**config.mk**
```make
export PLATFORM = sky130hd
export DESIGN_NAME = csa_op_sequencer_flat
export DESIGN_NICKNAME = d
export VERILOG_FILES = /design/src/rtl/csa_pkg.sv /design/src/rtl/csa_op_sequencer_if.sv /design/src/rtl/csa_op_fifo.sv /design/src/rtl/csa_op_sequencer.sv /design/src/flat_wrapper.sv
export SDC_FILE = /design/constraint.sdc
export NUM_CORES = 1
export LEC_CHECK = 0
export BUFFER_PORTS_ARGS = -buffer_cell sky130_fd_sc_hd__buf_2
export CELL_PAD_IN_SITES_DETAIL_PLACEMENT = 1
export CELL_PAD_IN_SITES_GLOBAL_PLACEMENT = 1
export CORE_ASPECT_RATIO = 1.5
export CORE_MARGIN = 1
export CORE_UTILIZATION = 49
export CTS_BUF_LIST = sky130_fd_sc_hd__clkbuf_4 sky130_fd_sc_hd__clkbuf_8
export DETAILED_ROUTE_END_ITERATION = 16
export PLACE_DENSITY_LB_ADDON = 0.1
export SYNTH_ARGS = -nofsm -noshare
export SYNTH_HDL_FRONTEND = slang
export SYNTH_SLANG_ARGS = --single-unit
export TNS_END_PERCENT = 5
```
**constraint.sdc**
```tcl
create_clock -name clock -period 4.8 [get_ports clock]
set_input_delay 0 -clock clock [delete_from_list [all_inputs] [get_ports clock]]
set_output_delay 0 -clock clock [all_outputs]
set_load 0.01 [all_outputs]
```
**src/rtl/csa_pkg.sv**
```systemverilog
// rtl/csa_pkg.sv - shared types and constants for the carry-sum adder sequencer
package csa_pkg;

    localparam int CSA_WIDTH   = 64;
    localparam int CSA_ADD_LAT = 2;

    typedef enum logic [1:0] {
        IDLE  = 2'd0,
        ISSUE = 2'd1,
        WAIT  = 2'd2,
        HOLD  = 2'd3
    } seq_state_t;

    typedef struct packed {
        logic [CSA_WIDTH-1:0] a;
        logic [CSA_WIDTH-1:0] b;
        logic                 addsum;
    } op_entry_t;

endpackage

```
**src/rtl/csa_op_sequencer_if.sv**
```systemverilog
// rtl/csa_op_sequencer_if.sv - operand stream, result stream and adder-side bus
interface csa_op_sequencer_if
    import csa_pkg::*;
#(
    parameter int WIDTH = CSA_WIDTH
);
    logic             in_valid;
    logic             in_ready;
    logic [WIDTH-1:0] in_a;
    logic [WIDTH-1:0] in_b;
    logic             in_addsum;

    logic [WIDTH-1:0] add_a;
    logic [WIDTH-1:0] add_b;
    logic             add_addsum;
    logic             add_start;
    logic [WIDTH-1:0] add_sum;
    logic             add_cout;
    logic             add_overflow;

    logic             out_valid;
    logic             out_ready;
    logic [WIDTH-1:0] out_sum;
    logic             out_cout;
    logic             out_overflow;

    // master is the environment (producer, consumer and adder); slave is the sequencer
    modport master (
        output in_valid, in_a, in_b, in_addsum, out_ready,
               add_sum, add_cout, add_overflow,
        input  in_ready, add_a, add_b, add_addsum, add_start,
               out_valid, out_sum, out_cout, out_overflow
    );

    modport slave (
        input  in_valid, in_a, in_b, in_addsum, out_ready,
               add_sum, add_cout, add_overflow,
        output in_ready, add_a, add_b, add_addsum, add_start,
               out_valid, out_sum, out_cout, out_overflow
    );

endinterface

```
**src/rtl/csa_op_fifo.sv**
```systemverilog
// rtl/csa_op_fifo.sv - synchronous operand FIFO with occupancy count
module csa_op_fifo
    import csa_pkg::*;
#(
    parameter int DEPTH = 4
) (
    input  logic                   clock,
    input  logic                   reset,
    input  logic                   push,
    input  logic                   pop,
    input  op_entry_t              din,
    output op_entry_t              dout,
    output logic                   full,
    output logic                   empty,
    output logic [$clog2(DEPTH):0] count
);
    localparam int AW = $clog2(DEPTH);

    op_entry_t       mem [DEPTH];
    logic [AW-1:0]   wr_ptr;
    logic [AW-1:0]   rd_ptr;
    logic            do_push;
    logic            do_pop;

    assign full    = (count == (AW+1)'(DEPTH));
    assign empty   = (count == '0);
    assign do_push = push && !full;
    assign do_pop  = pop && !empty;
    assign dout    = mem[rd_ptr];

    always_ff @(posedge clock) begin
        if (do_push) begin
            mem[wr_ptr] <= din;
        end
    end

    // Power-of-two depth lets the pointers wrap naturally
    always_ff @(posedge clock) begin
        if (reset) begin
            wr_ptr <= '0;
            rd_ptr <= '0;
            count  <= '0;
        end else begin
            if (do_push) begin
                wr_ptr <= wr_ptr + 1'b1;
            end
            if (do_pop) begin
                rd_ptr <= rd_ptr + 1'b1;
            end
            case ({do_push, do_pop})
                2'b10:   count <= count + 1'b1;
                2'b01:   count <= count - 1'b1;
                default: count <= count;
            endcase
        end
    end

endmodule

```
**src/rtl/csa_op_sequencer.sv**
```systemverilog
// rtl/csa_op_sequencer.sv - buffers operand pairs and runs them one at a time through the adder
module csa_op_sequencer
    import csa_pkg::*;
#(
    parameter int WIDTH   = CSA_WIDTH,
    parameter int DEPTH   = 4,
    parameter int ADD_LAT = CSA_ADD_LAT
) (
    input  logic                   clock,
    input  logic                   reset,
    csa_op_sequencer_if.slave      bus,
    output logic                   add_reset,
    output logic                   busy,
    output logic [$clog2(DEPTH):0] fifo_count
);
    localparam int            CW   = $clog2(ADD_LAT + 1);
    localparam logic [CW-1:0] LAST = CW'(ADD_LAT - 1);

    seq_state_t       state;
    logic [CW-1:0]    cnt;
    op_entry_t        din;
    op_entry_t        head;
    logic             push;
    logic             pop;
    logic             full;
    logic             empty;

    logic [WIDTH-1:0] a_q;
    logic [WIDTH-1:0] b_q;
    logic             addsum_q;
    logic [WIDTH-1:0] sum_q;
    logic             cout_q;
    logic             ovf_q;
    logic             valid_q;

    assign din  = '{a: bus.in_a, b: bus.in_b, addsum: bus.in_addsum};
    assign push = bus.in_valid && !full;
    // Next operand leaves the FIFO either from idle or on the edge a held result is taken
    assign pop  = !empty && ((state == IDLE) || ((state == HOLD) && bus.out_ready));

    csa_op_fifo #(.DEPTH(DEPTH)) u_fifo (
        .clock (clock),
        .reset (reset),
        .push  (push),
        .pop   (pop),
        .din   (din),
        .dout  (head),
        .full  (full),
        .empty (empty),
        .count (fifo_count)
    );

    always_ff @(posedge clock) begin
        if (reset) begin
            state    <= IDLE;
            cnt      <= '0;
            a_q      <= '0;
            b_q      <= '0;
            addsum_q <= 1'b0;
            sum_q    <= '0;
            cout_q   <= 1'b0;
            ovf_q    <= 1'b0;
            valid_q  <= 1'b0;
        end else begin
            if (pop) begin
                a_q      <= head.a;
                b_q      <= head.b;
                addsum_q <= head.addsum;
            end
            case (state)
                IDLE: begin
                    if (pop) begin
                        state <= ISSUE;
                    end
                end
                ISSUE: begin
                    cnt   <= '0;
                    state <= WAIT;
                end
                WAIT: begin
                    cnt <= cnt + 1'b1;
                    if (cnt == LAST) begin
                        sum_q   <= bus.add_sum;
                        cout_q  <= bus.add_cout;
                        ovf_q   <= bus.add_overflow;
                        valid_q <= 1'b1;
                        state   <= HOLD;
                    end
                end
                HOLD: begin
                    if (bus.out_ready) begin
                        valid_q <= 1'b0;
                        state   <= pop ? ISSUE : IDLE;
                    end
                end
                default: state <= IDLE;
            endcase
        end
    end

    assign bus.in_ready     = !full;
    assign bus.add_a        = a_q;
    assign bus.add_b        = b_q;
    assign bus.add_addsum   = addsum_q;
    assign bus.add_start    = (state == ISSUE);
    assign bus.out_valid    = valid_q;
    assign bus.out_sum      = sum_q;
    assign bus.out_cout     = cout_q;
    assign bus.out_overflow = ovf_q;
    assign add_reset        = reset;
    assign busy             = (state != IDLE) || !empty;

endmodule

```
**src/flat_wrapper.sv**
```systemverilog
// flat-port wrapper written by rule: the top's interface ports become plain ports
module csa_op_sequencer_flat import csa_pkg::*;
#(
    parameter int WIDTH   = CSA_WIDTH,
    parameter int DEPTH   = 4,
    parameter int ADD_LAT = CSA_ADD_LAT
)
  (clock, reset, add_reset, busy, fifo_count, bus_in_valid, bus_in_a, bus_in_b, bus_in_addsum, bus_out_ready, bus_add_sum, bus_add_cout, bus_add_overflow, bus_in_ready, bus_add_a, bus_add_b, bus_add_addsum, bus_add_start, bus_out_valid, bus_out_sum, bus_out_cout, bus_out_overflow);
  csa_op_sequencer_if #(.WIDTH(WIDTH)) bus_i ();
  input  logic clock;
  input  logic reset;
  output logic add_reset;
  output logic busy;
  output logic [$clog2(DEPTH):0] fifo_count;
  input wire logic [$bits(bus_i.in_valid)-1:0] bus_in_valid;
  input wire logic [$bits(bus_i.in_a)-1:0] bus_in_a;
  input wire logic [$bits(bus_i.in_b)-1:0] bus_in_b;
  input wire logic [$bits(bus_i.in_addsum)-1:0] bus_in_addsum;
  input wire logic [$bits(bus_i.out_ready)-1:0] bus_out_ready;
  input wire logic [$bits(bus_i.add_sum)-1:0] bus_add_sum;
  input wire logic [$bits(bus_i.add_cout)-1:0] bus_add_cout;
  input wire logic [$bits(bus_i.add_overflow)-1:0] bus_add_overflow;
  output wire logic [$bits(bus_i.in_ready)-1:0] bus_in_ready;
  output wire logic [$bits(bus_i.add_a)-1:0] bus_add_a;
  output wire logic [$bits(bus_i.add_b)-1:0] bus_add_b;
  output wire logic [$bits(bus_i.add_addsum)-1:0] bus_add_addsum;
  output wire logic [$bits(bus_i.add_start)-1:0] bus_add_start;
  output wire logic [$bits(bus_i.out_valid)-1:0] bus_out_valid;
  output wire logic [$bits(bus_i.out_sum)-1:0] bus_out_sum;
  output wire logic [$bits(bus_i.out_cout)-1:0] bus_out_cout;
  output wire logic [$bits(bus_i.out_overflow)-1:0] bus_out_overflow;
  assign bus_i.in_valid = bus_in_valid;
  assign bus_i.in_a = bus_in_a;
  assign bus_i.in_b = bus_in_b;
  assign bus_i.in_addsum = bus_in_addsum;
  assign bus_i.out_ready = bus_out_ready;
  assign bus_i.add_sum = bus_add_sum;
  assign bus_i.add_cout = bus_add_cout;
  assign bus_i.add_overflow = bus_add_overflow;
  assign bus_in_ready = bus_i.in_ready;
  assign bus_add_a = bus_i.add_a;
  assign bus_add_b = bus_i.add_b;
  assign bus_add_addsum = bus_i.add_addsum;
  assign bus_add_start = bus_i.add_start;
  assign bus_out_valid = bus_i.out_valid;
  assign bus_out_sum = bus_i.out_sum;
  assign bus_out_cout = bus_i.out_cout;
  assign bus_out_overflow = bus_i.out_overflow;
  csa_op_sequencer #(.WIDTH(WIDTH), .DEPTH(DEPTH), .ADD_LAT(ADD_LAT)) u_core (.clock(clock), .reset(reset), .bus(bus_i), .add_reset(add_reset), .busy(busy), .fifo_count(fifo_count));
endmodule
```
==> results of run 1 <==
[power by group through the flow]
stage                     Combinational, mW  Clock, mW  Sequential (mW)
after floorplan                        2.36          0             8.30
after detailed placement               4.06          0             8.23
after global placement                 3.98          0             8.17
final                                  4.19       4.92             8.11
after CTS                              4.23       5.02             8.11
after global routing                   4.55       5.27             8.20
[metal layers]
| metal | global-route usage, % | up-vias |
|---|---|---|
| met5 | 0 | - |
| met4 | 11.05 | 2 |
| met3 | 6.129 | 148 |
| met2 | 47.51 | 550 |
| met1 | 29.63 | 8761 |
| li1 | - | 7613 |
[sequential cells by signal (all words and copies together) (netlist names)]
register / cells
u_core.bus.out_sum: 64
u_core.u_fifo.wr_ptr: 2
u_core.cnt: 2
u_core.bus.out_valid: 1
u_core.state: 2
u_core.u_fifo.rd_ptr: 2
u_core.bus.out_cout: 1
u_core.u_fifo.count: 3
u_core.bus.add_addsum: 1
u_core.bus.out_overflow: 1
u_core.bus.add_b: 64
u_core.bus.add_a: 64
u_core.u_fifo.mem: 516
[metrics by stage]
step | hold WS (ns) | std cells
floorplan | 0.09177 | 1644
global placement | 0.2096 | 2630
detailed placement | 0.2154 | 2630
CTS | 0.002917 | 3064
global route | 0.02482 | 3069
finish | 0.05569 | 3069
[final cells by class]
cell class	instances	share of cell area [%]
Timing Repair Buffer	662	13.90
Clock inverter	40	0.6817
Antenna cell	5	0.03725
Tap cell	689	2.566
Sequential cell	723	58.49
Inverter	11	0.1229
Multi-Input combinational cell	783	18.58
Clock buffer	156	5.628
[worst max-delay path, stage by stage (launching register included)]
cell,delay (ns)
dfxtp_1,0.34
inv_1,0.14
ha_1,0.31
and2_2,1.03
nand2_1,0.32
a21oi_1,0.22
dlygate4sd3_1,0.57
[synthesized netlist by cell type, drive strengths merged, types with 2 or more instances]
library cell | instances | area (sq um)
or3 | 4 | 25.02
clkbuf | 54 | 202.7
mux4 | 129 | 2905
and2 | 2 | 12.51
inv | 11 | 41.29
nor2b | 3 | 18.77
nor2 | 5 | 18.77
a21oi | 204 | 1025
and3 | 4 | 25.02
ha | 11 | 137.6
nand3 | 131 | 655.6
xor2 | 2 | 17.52
edfxtp | 516 | 15490
o21ai | 132 | 660.6
dfxtp | 207 | 4144
nand2 | 138 | 518.0
buf | 73 | 440.4
a21o | 3 | 22.52
[cells by family (layout without fill, tap and decap cells)]
kind of cell             after synthesis  after routing  share of synthesized area [%]
buffers and inverters                138            869                          2.581
AND/OR/NAND/NOR                      293            293                          5.044
flip-flops                           723            723                          74.06
multiplexers                         129            129                          10.96
adder cells (fa/ha/maj)               12             12                         0.5945
AO/OA/AOI/OAI                        347            347                          6.704
other                                  0              5                              0
XOR/XNOR                               2              2                        0.06607
[what timing repair did]
item / CTS / global route
hold buffers: 238 / 0
endpoints found under the hold margin: 692 / 0
resized for setup: 0 / 0
[final timing paths]
kind / slack, ns / startpoint / end
max: 1.80 / u_core.state[0] / u_core.bus.out_sum[14]
max reg2reg: 1.80 / u_core.state[0] / u_core.bus.out_sum[14]
min reg2reg: 0.45 / u_core.bus.out_sum[60] / u_core.bus.out_sum[60]
min: 0.06 / bus_in_b[57] / u_core.u_fifo.mem[1][58]
==> flow_summary_export.csv, run 1 <==
group,metric,value,unit
final_layout,mostFrequentLayoutCell,"edfxtp_1",
floorplanning,dieArea,55070,sq um
yosys,syn-instance-count,1644,
drt,postRouteAntennaNets,0,
yosys,postSynthAreaPerCell,16.13,sq um
worst_setup_path,worstSetupPathType,"flip-flop to flip-flop",
power_and_ir_drop,p_sw_share,31.27,%
sta,tightest_slew,1.280,ns
floorplanning,core_area,53610,sq um
clock_network,cts_buffers,104,
drt,num_vias,17074,
clock_network,ctsRootBufferMaster,"clkbuf_8",
global_routing,overflow,0,
final_layout,area_growth,26.66,%
drt,drt_first_pass_iters,5,
power_and_ir_drop,pwr-share-comb,24.4,%
clock_network,clockBufferDepth,3,
drt,wl,72230,um
hold_path,worstHoldPathType,"input port to flip-flop",
global_routing,grt_max_degree,110,
power_and_ir_drop,vdd_drop_max,0.0003639,V
global_routing,antenna_found_initial,6,
drt,dr_wl_met3,4403,um
final_layout,fill_cells,5014,
floorplanning,initial_core_util,49.47,%
yosys,yosysSeqAreaShare,74.06,%
power_and_ir_drop,p_seq_share,47.1,%
drt,dr.max_layer_used,"met5",
power_and_ir_drop,clkPwrFrac,28.5,%
sta,relSlewSlack,14.39,%
final_layout,drive_gt1_share,31.45,%
final_layout,final_cell_mix,"edfxtp_1 (516), buf_2 (400), dlygate4sd3_1 (238)",
sta,postLayoutSetupSlackWorst,1.797,ns
worst_setup_path,worstPathArrival,3.64,ns
worst_setup_path,endpoint_kind,"flip-flop",
yosys,synth_fp_nets,1855,
yosys,synth_area,26520,sq um
sta,finClkSkew,0.01903,ns
yosys,yosys_warnings,0,
sta,rsz0062_at_grt,"no",
drt,met1_length,26830,um
power_and_ir_drop,p_int,11.84,mW
yosys,synth_flop_cell,"edfxtp_1",
drt,drc,0,
floorplanning,io_pins,402,
hold_path,hold_depth,2,
sta,clock.fmax,333.0,MHz
yosys,synth_async_sr_flop_share,0,%
final_layout,multi_input_area,6240,sq um
final_layout,final_util,62.65,%
yosys,ys_seq_elements,723,
clock_network,h-tree-depth,3,
drt,drt_iter0_markers,810,
placed_design,place_hpwl,39610,um
placed_design,dpl_worst_slack,1.950,ns
sta,tns,0,ns
clock_network,cts_tree,"yes",
power_and_ir_drop,leakage,12.06,nW
worst_setup_path,setup.worst_path.start_class,"flip-flop",
yosys,ys_types,38,
clock_network,cts_setup_buffers,0,
sta,setup_viol,0,
drt,routed_via_density,5.563,
global_routing,track_usage,26.37,%
floorplanning,fp.dieH,286.9,um
clock_network,cts.clk_slew.worst_paths,0.07,ns
power_and_ir_drop,p_total,17.22,mW
drt,wl_per_cell,23.54,um
final_layout,final_cell_area,33590,sq um
power_and_ir_drop,switchingPower,5.385,mW
outcome,status,"completed",
final_layout,nets,2496,
worst_setup_path,cp_max_fo,66,
global_routing,grt_pass1_wl,108700,um
floorplanning,row_count,104,
flow_run,max_cap_violations,0,
sta,finalHoldViolCount,0,
clock_network,clk-insertion-delay-late,0.70,ns
drt,dr_wl_met2,38500,um
worst_setup_path,reg2regPathDepth,6,
floorplanning,die_x,192.0,um
sta,fin_crit_sh,62.57,%
placed_design,gp_congestion,0.7669,
clock_network,cts.sinks,723,
placed_design,place_area,29080,sq um
sta,fin_crit,3.003,ns
yosys,synth-edff-count,516,
power_and_ir_drop,p_per_area,512.7,nW/um^2
final_layout,register_area,19650,sq um
global_routing,grt_pass1_vias,18996,
placed_design,port_buffers,401,
sta,slew_viol_final,0,
worst_setup_path,cp.required,5.44,ns
No activity file was read; power rests on OpenSTA's default activity.
==> inputs of run 2 (changes only) <==
Clock period 4.8 ns to 3 ns, I/O delays scaled along.
==> run 2 against run 1 <==
Global-route usage is 0.24 points lower. Setup slack worse by 1.6 ns. Worst hold slack better by 0.0096 ns. Sequential power is 60% higher. Clock skew is 0.0081 ns higher. Non-clock buffer count is 40 higher. Design area is 2.0% higher. Critical endpoint is now u_core.bus.out_sum[36]. Largest cell class unchanged. Highest routed layer is now met4.
==> flow_summary_export.csv, run 2 (synthesis gave the netlist of run 1 again) <==
group,metric,value,unit
outcome,status,"completed",
floorplanning,die_x,192.0,um
placed_design,place_hpwl,38580,um
power_and_ir_drop,clkPwrFrac,29.2,%
clock_network,cts_buffers,104,
power_and_ir_drop,leakage,12.44,nW
power_and_ir_drop,p_seq_share,46.1,%
global_routing,grt_pass1_vias,19350,
power_and_ir_drop,vdd_drop_max,0.0005371,V
floorplanning,fp.dieH,286.9,um
clock_network,cts_resized,0,
final_layout,fin_cells,3107,
worst_setup_path,crit_family,"buffers and inverters",
clock_network,cts.sinks,723,
sta,setup_viol,0,
sta,finalHoldViolCount,0,
power_and_ir_drop,p_int,19.49,mW
floorplanning,initial_core_util,49.47,%
final_layout,final_cell_mix,"edfxtp_1 (516), buf_2 (400), dlygate4sd3_1 (266)",
flow_run,max_cap_violations,0,
final_layout,drive_gt1_share,31.48,%
floorplanning,row_count,104,
drt,wl,72180,um
worst_setup_path,slowest_stage,"and2_2",
placed_design,port_buffers,401,
power_and_ir_drop,p_total,28.09,mW
sta,tightest_slew,0.9223,ns
clock_network,ctsRootBufferMaster,"clkbuf_8",
worst_setup_path,crit_chain,"inv_1, ha_1, and2_2, buf_4, nand2_1, a21oi_1, dlygate4sd3_1",
clock_network,cts_setup_buffers,0,
clock_network,cts_tree,"yes",
floorplanning,io_pins,402,
drt,postRouteAntennaNets,0,
sta,fin_crit_sh,93.09,%
sta,holdWs,0.06530,ns
sta,slew_viol_final,0,
power_and_ir_drop,switchingPower,8.602,mW
drt,wl_per_cell,23.23,um
sta,rsz0062_at_grt,"no",
global_routing,track_usage,26.13,%
placed_design,gp_congestion,0.7387,
worst_setup_path,setup.worst_path.start_class,"flip-flop",
final_layout,area_growth,29.15,%
clock_network,clk-insertion-delay-late,0.70,ns
final_layout,largest-register,"u_core.u_fifo.mem",
worst_setup_path,worstPathArrival,3.44,ns
final_layout,largest_reg_flops,516,
drt,drc,0,
global_routing,antenna_found_initial,4,
worst_setup_path,worstSetupPathType,"flip-flop to flip-flop",
worst_setup_path,cp.required,3.64,ns
worst_setup_path,cp_num_buf_inv,3,
drt,num_vias,17242,
drt,drt_first_pass_iters,6,
clock_network,clockBufferDepth,3,
floorplanning,core_area,53610,sq um
final_layout,nets,2536,
global_routing,overflow,0,
sta,finClkSkew,0.02717,ns
placed_design,dp_cells,2642,
sta,clock.fmax,358.1,MHz
global_routing,grt_pass1_wl,108300,um
hold_path,worstHoldPathType,"input port to flip-flop",
power_and_ir_drop,p_sw_share,30.62,%
floorplanning,dieArea,55070,sq um
clock_network,cts.clk_slew.worst_paths,0.07,ns
worst_setup_path,endpoint_kind,"flip-flop",
final_layout,mostFrequentLayoutCell,"edfxtp_1",
sta,tns,0,ns
global_routing,grt_max_degree,132,
power_and_ir_drop,pwr-share-comb,24.6,%
sta,relSlewSlack,38.52,%
clock_network,h-tree-depth,3,
worst_setup_path,cp_max_fo,35,
drt,routed_via_density,5.549,
power_and_ir_drop,p_per_area,820.2,nW/um^2
drt,drt_iter0_markers,824,
sta,fin_crit,2.793,ns
worst_setup_path,critPathMaxStageDelay,0.65,ns
run 2: changes by cell type in the layout (fill, tap and decap cells not counted), sizes merged:
cell         before  now
diode             5    4
clkinv           34   28
bufinv            1    4
clkbuf          156  160
clkinvlp          2    1
dlygate4sd3     238  266
buf             424  436
inv              14   13
run 2: cell type report:
class | count | area (sq um)
inverters | 11 | 41.29
multi-input cells | 783 | 6240
repair buffers | 702 | 5226
flip-flops and latches | 723 | 19650
clock buffers | 160 | 1958
fillers | 4998 | 19360
clock inverters | 35 | 266.5
well taps | 689 | 862.1
diodes | 4 | 10.01
run 2: final timing paths:
check,to,cells past startpoint,slack (ns),start
min,u_core.u_fifo.mem[2][96],2,0.07,bus_in_a[31]
max,u_core.bus.out_sum[36],7,0.21,u_core.state[0]
max reg2reg,u_core.bus.out_sum[36],7,0.21,u_core.state[0]
min reg2reg,u_core.bus.out_sum[10],2,0.46,u_core.bus.out_sum[10]
run 2: routing by layer:
metal	GRT usage (%)	vias to the layer above	share of wire [%]
met5	0	-	0
met4	10.02	0	2.9
met3	5.897	147	5.9
met2	46.60	539	52
met1	30.32	8856	39
li1	-	7700	-
run 2: through the flow:
step / utilization [%] / cell area (sq um) / setup slack (ns)
global route: 63.88 / 34250 / 0.05317
global placement: 54.75 / 29350 / 0.6135
finish: 63.89 / 34250 / 0.2072
floorplan: - / 26520 / -1.398
detailed placement: 54.75 / 29350 / 0.5573
CTS: 63.87 / 34240 / 0.3953
run 2: repair_timing:
item,4_1_cts,5_1_grt
setup endpoints to repair,0,0
hold buffers,266,0
hold endpoints to repair,650,0
run 2: power groups by stage:
stage / logic [mW] / clock network (mW) / registers (mW)
floorplan: 3.77 / 0 / 13.3
global placement: 6.59 / 0 / 13.1
detailed placement: 6.71 / 0 / 13.2
CTS: 6.98 / 8.39 / 13.0
global route: 7.48 / 8.79 / 13.1
finish: 6.92 / 8.22 / 13.0
